==> src/rtl/regfile_pkg.sv <==
// Shared constants and types for the multiport register file.
package regfile_pkg;

  localparam int unsigned XLEN_DEF = 32;
  localparam int unsigned AW_DEF   = 5;

  typedef logic [AW_DEF-1:0]   reg_addr_t;
  typedef logic [XLEN_DEF-1:0] reg_data_t;

  // Address of the optional hardwired-zero register.
  localparam reg_addr_t ZERO_ADDR = '0;

endpackage

==> src/rtl/regfile_scoreboard.sv <==
// Pending-write scoreboard: one pending bit per register plus an incremental
// popcount. A set and a clear of the same register in one cycle resolves to set.
module regfile_scoreboard
  import regfile_pkg::*;
#(
  parameter int unsigned AW = AW_DEF,
  parameter int unsigned NQ = 2
) (
  input  logic             clk,
  input  logic             rst_n,
  input  logic             set_en_i,
  input  logic [AW-1:0]    set_addr_i,
  input  logic             clr_en_i,
  input  logic [AW-1:0]    clr_addr_i,
  input  logic [NQ*AW-1:0] qaddr_i,
  output logic [NQ-1:0]    busy_o,
  output logic [AW:0]      pend_cnt_o
);

  localparam int unsigned DEPTH = 2 ** AW;

  logic [DEPTH-1:0] pending_q, pending_d;
  logic [AW:0]      cnt_q, cnt_d;
  logic             inc, dec;

  // Next pending vector: clear first, then set so a new producer wins.
  always_comb begin
    pending_d = pending_q;
    if (clr_en_i) pending_d[clr_addr_i] = 1'b0;
    if (set_en_i) pending_d[set_addr_i] = 1'b1;
  end

  // Count delta mirrors the bit transitions of pending_d versus pending_q.
  always_comb begin
    inc   = set_en_i && !pending_q[set_addr_i];
    dec   = clr_en_i && pending_q[clr_addr_i] && !(set_en_i && (set_addr_i == clr_addr_i));
    cnt_d = cnt_q;
    if (inc && !dec) begin
      cnt_d = cnt_q + (AW + 1)'(1);
    end else if (dec && !inc) begin
      cnt_d = cnt_q - (AW + 1)'(1);
    end
  end

  // Scoreboard state.
  always_ff @(posedge clk or negedge rst_n) begin
    if (!rst_n) begin
      pending_q <= '0;
      cnt_q     <= '0;
    end else begin
      pending_q <= pending_d;
      cnt_q     <= cnt_d;
    end
  end

  for (genvar g = 0; g < NQ; g++) begin : g_query
    assign busy_o[g] = pending_q[qaddr_i[g*AW +: AW]];
  end

  assign pend_cnt_o = cnt_q;

endmodule

==> src/rtl/regfile_multiport.sv <==
// Parametrised multiport register file with pending-write scoreboard.
// Optional write-to-read bypass is enabled by defining REGFILE_BYPASS_EN.
module regfile_multiport
  import regfile_pkg::*;
#(
  parameter int unsigned XLEN     = XLEN_DEF,
  parameter int unsigned AW       = AW_DEF,
  parameter int unsigned NUM_RD   = 2,
  parameter bit          ZERO_REG = 1'b1
) (
  input  logic                   clk,
  input  logic                   rst_n,
  input  logic                   we3_i,
  input  logic [AW-1:0]          a3_i,
  input  logic [XLEN-1:0]        wd3_i,
  input  logic [NUM_RD*AW-1:0]   ra_i,
  output logic [NUM_RD*XLEN-1:0] rd_o,
  output logic [NUM_RD-1:0]      rd_busy_o,
  input  logic                   iss_valid_i,
  input  logic [AW-1:0]          iss_rd_i,
  output logic [AW:0]            pend_cnt_o
);

  localparam int unsigned DEPTH = 2 ** AW;

  logic [XLEN-1:0]   mem_q [DEPTH];
  logic              vw, vi;
  logic [NUM_RD-1:0] sb_busy;

  // Writes and issues to the hardwired-zero register are dropped here so the
  // scoreboard never sees them.
  assign vw = rst_n && we3_i && !(ZERO_REG && (a3_i == AW'(ZERO_ADDR)));
  assign vi = rst_n && iss_valid_i && !(ZERO_REG && (iss_rd_i == AW'(ZERO_ADDR)));

  // Storage array with asynchronous clear.
  always_ff @(posedge clk or negedge rst_n) begin
    if (!rst_n) begin
      for (int i = 0; i < DEPTH; i++) mem_q[i] <= '0;
    end else if (vw) begin
      mem_q[a3_i] <= wd3_i;
    end
  end

  regfile_scoreboard #(
    .AW (AW),
    .NQ (NUM_RD)
  ) u_scoreboard (
    .clk        (clk),
    .rst_n      (rst_n),
    .set_en_i   (vi),
    .set_addr_i (iss_rd_i),
    .clr_en_i   (vw),
    .clr_addr_i (a3_i),
    .qaddr_i    (ra_i),
    .busy_o     (sb_busy),
    .pend_cnt_o (pend_cnt_o)
  );

  for (genvar g = 0; g < NUM_RD; g++) begin : g_rd
    logic [AW-1:0]   addr;
    logic [XLEN-1:0] data;
    logic            busy;

    assign addr = ra_i[g*AW +: AW];

    // Per-port read mux, optional bypass, then zero-register override.
    always_comb begin
      data = mem_q[addr];
      busy = sb_busy[g];
`ifdef REGFILE_BYPASS_EN
      if (vw && (a3_i == addr)) begin
        data = wd3_i;
        busy = vi && (iss_rd_i == a3_i);
      end
`endif
      if (ZERO_REG && (addr == AW'(ZERO_ADDR))) begin
        data = '0;
        busy = 1'b0;
      end
    end

    // Outputs are forced low for the whole time reset is asserted.
    assign rd_o[g*XLEN +: XLEN] = rst_n ? data : '0;
    assign rd_busy_o[g]         = rst_n && busy;
  end

endmodule
==> config.mk <==
export PLATFORM = sky130hd
export DESIGN_NAME = regfile_multiport
export DESIGN_NICKNAME = d
export VERILOG_FILES = /design/src/rtl/regfile_pkg.sv /design/src/rtl/regfile_scoreboard.sv /design/src/rtl/regfile_multiport.sv
export SDC_FILE = /design/constraint.sdc
export NUM_CORES = 2
export LEC_CHECK = 0
export CORE_ASPECT_RATIO = 1.75
export CORE_MARGIN = 10
export CORE_UTILIZATION = 33
export CTS_BUF_LIST = sky130_fd_sc_hd__clkbuf_8
export CTS_CLUSTER_SIZE = 20
export DETAILED_ROUTE_END_ITERATION = 10
export GPL_TIMING_DRIVEN = 1
export PLACE_DENSITY_LB_ADDON = 0.15
export SYNTH_ARGS = -nofsm -noshare
export SYNTH_HDL_FRONTEND = slang
export SYNTH_SLANG_ARGS = --single-unit
==> constraint.sdc <==
create_clock -name clk -period 3.7 [get_ports clk]
set_clock_uncertainty 0.1 [all_clocks]
set_input_delay 0.74 -clock clk [delete_from_list [all_inputs] [get_ports clk]]
set_output_delay 0.74 -clock clk [all_outputs]
set_load 0.05 [all_outputs]
==> impl_metrics.json <==
{
  "numCtsBuffers": 181,
  "syn_inst": 3633,
  "setup.worst_path.start": "ra_i[5]",
  "final-max-slew-violation-count": 0,
  "synth_seq_area_share_pct": 46.60,
  "cts.clk_slew.worst_paths_ps": 60,
  "grt_max_degree": 149,
  "dr.pass1.iters": 7,
  "floorplan.die.height_um": 569.9,
  "seqCellArea_um2": 26580,
  "cp.arrival_ps": 2810,
  "irDropWorstVdd_mv": 0.2208,
  "globalplace.congestion": 0.7973,
  "htree_levels": 4,
  "grt_setup_unrepaired": "true",
  "yosysTopAreaCell": "sky130_fd_sc_hd__dfrtp_1",
  "place.port_buffers": 127,
  "initial_utilization_pct": 33.25,
  "most_used_standard_cell_by_instance_count_after_synthesis": "sky130_fd_sc_hd__dfrtp_1",
  "num_rows": 201,
  "slowest_stage": "sky130_fd_sc_hd__mux4_2",
  "detail_route.wirelength_um": 196500,
  "design.portCount": 128,
  "tritoncts_num_sinks": 1062,
  "num-fill-cells": 15890,
  "synthToLayoutAreaGrowth_pct": 19.72,
  "startpoint_type": "input port",
  "crit_path_frequent_cell": "sky130_fd_sc_hd__buf_4",
  "critical_path.reg2reg.startpoint": "u_scoreboard.pending_q[3]",
  "timing.critical_path.cells": "buf_8 -> buf_12 -> buf_4 -> mux4_2 -> mux2i_1 -> buf_4 -> o221ai_1 -> buf_4 -> buf_12",
  "core_area_um2": 171500,
  "r2r.worst_path.cells": 12,
  "hold_viol": 0,
  "routedWlPerCell_um": 31.43,
  "max_cap_violation_count": 0,
  "clock_tree_buffer_depth": 4,
  "category_of_the_most_critical_setup_path": "in -> out",
  "synth_edf_count": 0,
  "postSynthRegisterBits": 1062,
  "final_min_period_over_clock_period_pct": 98.78,
  "synthSimpleGateAreaFrac_pct": 1.117,
  "syn-cell-area_um2": 57030,
  "critical-path-max-stage-delay_ps": 510,
  "period_minus_slack_ps": 3655,
  "run_status": "completed",
  "initial_antenna_violation_count": 7,
  "synth.area.mux_share_pct": 45.86,
  "yosys_warnings": 0,
  "synth_top_family_by_area": "multiplexers",
  "timing.critical_path.max_delay_family": "buffers and inverters",
  "synth_xor_area_share_pct": 0.1382,
  "summed_negative_setup_slack_over_all_endpoints_ps": 0,
  "multiInputGateArea_um2": 28730,
  "timing.critical_path.depth": 9,
  "yosysUniqueCellTypes": 52,
  "fmax_mhz": 273.6,
  "layout.nets": 3949,
  "clock-root-buffer": "sky130_fd_sc_hd__clkbuf_8",
  "synth.top_cells.by_count": "sky130_fd_sc_hd__dfrtp_1 (1062), sky130_fd_sc_hd__mux2_2 (982), sky130_fd_sc_hd__mux4_2 (541), sky130_fd_sc_hd__mux2i_1 (268), sky130_fd_sc_hd__clkbuf_1 (232)",
  "synth.net_count": 3695,
  "synth_top_cells_by_area": "sky130_fd_sc_hd__dfrtp_1 (47%), sky130_fd_sc_hd__mux4_2 (21%), sky130_fd_sc_hd__mux2_2 (19%), sky130_fd_sc_hd__mux2i_1 (4.7%), sky130_fd_sc_hd__clkbuf_1 (1.5%)",
  "drive_gt1_share_pct": 56.89,
  "maxSlewHeadroom_pct": 19.34,
  "tightest_slew_ps": 1206,
  "kind_of_end_point_of_the_critical_path": "primary output",
  "share_of_the_synthesized_area_in_compound_gates_ao_oa_aoi_oai_pct": 2.567,
  "chipWidth_um": 334.2,
  "leakagePower_nw": 29.96,
  "pre_cts_ws_ps": -752.2,
  "count_of_nets_left_with_antenna_violations_after_detail_routing": 0,
  "required_ps": 2860,
  "power.density_cell_area_nw_per_um2": 470.6,
  "cts_tree": "built",
  "fp.dieArea_um2": 190500,
  "timing.final.ws_setup_ps": 45.07,
  "drtIter0Drc": 2301,
  "global_route_wire_length_before_repair_um": 286100,
  "synthesis.area_per_instance_um2": 15.70,
  "worstHoldPathType": "in -> async",
  "async_flop_share_pct": 100.0,
  "clk_latency_ps": 850,
  "via_count": 35370,
  "ys_dominant_reg_cell": "sky130_fd_sc_hd__dfrtp_1",
  "grt.overflow.total": 0,
  "drc": 0,
  "grt_pass1_vias": 38760,
  "global_route.usage.total_pct": 20.53,
  "route.detailed.vias_per_inst": 5.659,
  "synth_largest_type_area_fraction_pct": 46.60,
  "number_of_endpoints_failing_setup_at_the_final_stage": 0,
  "detailed_place_hpwl_um": 123600,
  "totalPowerFinal_w": 0.03213,
  "worst_path_maximum_fanout": 31,
  "critical_path.n_buffers_inverters": 6,
  "synth-adder-area-share_pct": 0.1448
}
==> cell usage in the layout, fill, tap and decap left out, types with 3 or more instances in the layout <==
master and n:
sky130_fd_sc_hd__xor2_1 7, sky130_fd_sc_hd__nor2_4 27, sky130_fd_sc_hd__clkdlybuf4s50_1 52, sky130_fd_sc_hd__o21ai_0 17
sky130_fd_sc_hd__buf_6 9, sky130_fd_sc_hd__buf_12 186, sky130_fd_sc_hd__bufinv_16 4, sky130_fd_sc_hd__diode_2 3
sky130_fd_sc_hd__buf_16 4, sky130_fd_sc_hd__clkinv_2 17, sky130_fd_sc_hd__o22ai_1 14, sky130_fd_sc_hd__buf_8 5
sky130_fd_sc_hd__nor2b_1 5, sky130_fd_sc_hd__o22a_1 64, sky130_fd_sc_hd__mux2_1 11, sky130_fd_sc_hd__dfrtp_1 1062
sky130_fd_sc_hd__and2_1 3, sky130_fd_sc_hd__mux4_2 541, sky130_fd_sc_hd__clkbuf_8 239, sky130_fd_sc_hd__ha_1 5
sky130_fd_sc_hd__buf_4 234, sky130_fd_sc_hd__inv_1 80, sky130_fd_sc_hd__mux2i_1 264, sky130_fd_sc_hd__mux2i_2 3
sky130_fd_sc_hd__o221ai_2 13, sky130_fd_sc_hd__nor3_1 4, sky130_fd_sc_hd__a21oi_1 5, sky130_fd_sc_hd__nand2_1 35
sky130_fd_sc_hd__mux4_1 4, sky130_fd_sc_hd__nor2_1 3, sky130_fd_sc_hd__nor4_1 3, sky130_fd_sc_hd__nor3b_1 3
sky130_fd_sc_hd__o221ai_1 52, sky130_fd_sc_hd__a32o_1 3, sky130_fd_sc_hd__nand3_1 5, sky130_fd_sc_hd__or3_4 4
sky130_fd_sc_hd__nand3b_1 4, sky130_fd_sc_hd__nand2b_1 4, sky130_fd_sc_hd__mux2_2 982
==> worst paths after layout <==
kind | endpoint | slack [ps]
worst max-delay path | rd_o[61] | 50
max in group asynchronous | mem_q[48] | 1550
worst min-delay path | mem_q[930] | 70
worst min register to register | mem_q[1018] | 290
worst max register to register | u_scoreboard.pend_cnt_o[5] | 260
min in group clk | mem_q[1018] | 290
==> worst register-to-register path: cells and delay by family (launching register included) <==
kind,cells,cell delay [ps]
adders and majority gates,2,500
AOI/OAI and AO/OA,2,240
DFF,1,460
xor gates and xnor gates,1,180
buffers and inverters,2,250
muxes,3,790
and+or+nand+nor,2,820
==> power by group <==
part / internal [W] / leakage, nW / switching, W
combinational: 0.00382 / 13.8 / 0.00291
sequential: 0.0132 / 14.0 / 0.00113
clock: 0.00601 / 2.11 / 0.00510
==> logic make-up (layout without fill, tap and decap cells) <==
| kind of cell | count (synthesis) | count (layout) |
|---|---|---|
| mux | 1806 | 1806 |
| flops | 1062 | 1062 |
| buf+inv | 454 | 836 |
| compound gates | 181 | 181 |
| simple gates | 115 | 115 |
| xor+xnor | 9 | 9 |
| fa+ha+maj | 6 | 6 |
| other cells | 0 | 3 |
==> routing by layer <==
layer  routed length (um)  track usage, %  up-vias
met4                 6787           6.976       10
met3                 8537           3.055      343
met2               100500           36.11      853
met5                   63               0        -
met1                80620           25.52    19510
li1                     -               -    14660
==> cell type report <==
| type | instances | area share (%) |
|---|---|---|
| clock inverters | 72 | 0.5938 |
| repair buffers | 493 | 9.297 |
| multi-input cells | 2117 | 42.09 |
| clock buffers | 239 | 4.818 |
| inverters | 32 | 0.1759 |
| flip-flops and latches | 1062 | 38.93 |
| diodes | 3 | 0.01100 |
| well taps | 2233 | 4.092 |
==> what timing repair did <==
action	4_1_cts	5_1_grt
hold buffers	1	0
setup endpoints to repair	10	23
endpoints found under the hold margin	6	0
cloned	0	2
buffers inserted	0	0
resized for setup	10	22
==> per-stage QoR <==
| step | hold WS (ps) | utilization (%) | std cells | instance area [um2] |
|---|---|---|---|---|
| finish | 74.15 | 39.80 | 6251 | 68270 |
| global route | 67.13 | 39.80 | 6251 | 68270 |
| CTS | 20.00 | 39.69 | 6246 | 68080 |
| detailed placement | 283.3 | 37.51 | 5934 | 64330 |
| global placement | 277.1 | 37.51 | 5934 | 64330 |
| floorplan | 341.3 | - | 3633 | 57030 |
==> registers in the layout, summed over array words and instances (netlist names) <==
name / cells
mem_q: 1024
u_scoreboard.pending_q: 32
u_scoreboard.pend_cnt_o: 6
Power figures use the tool's default switching activity.
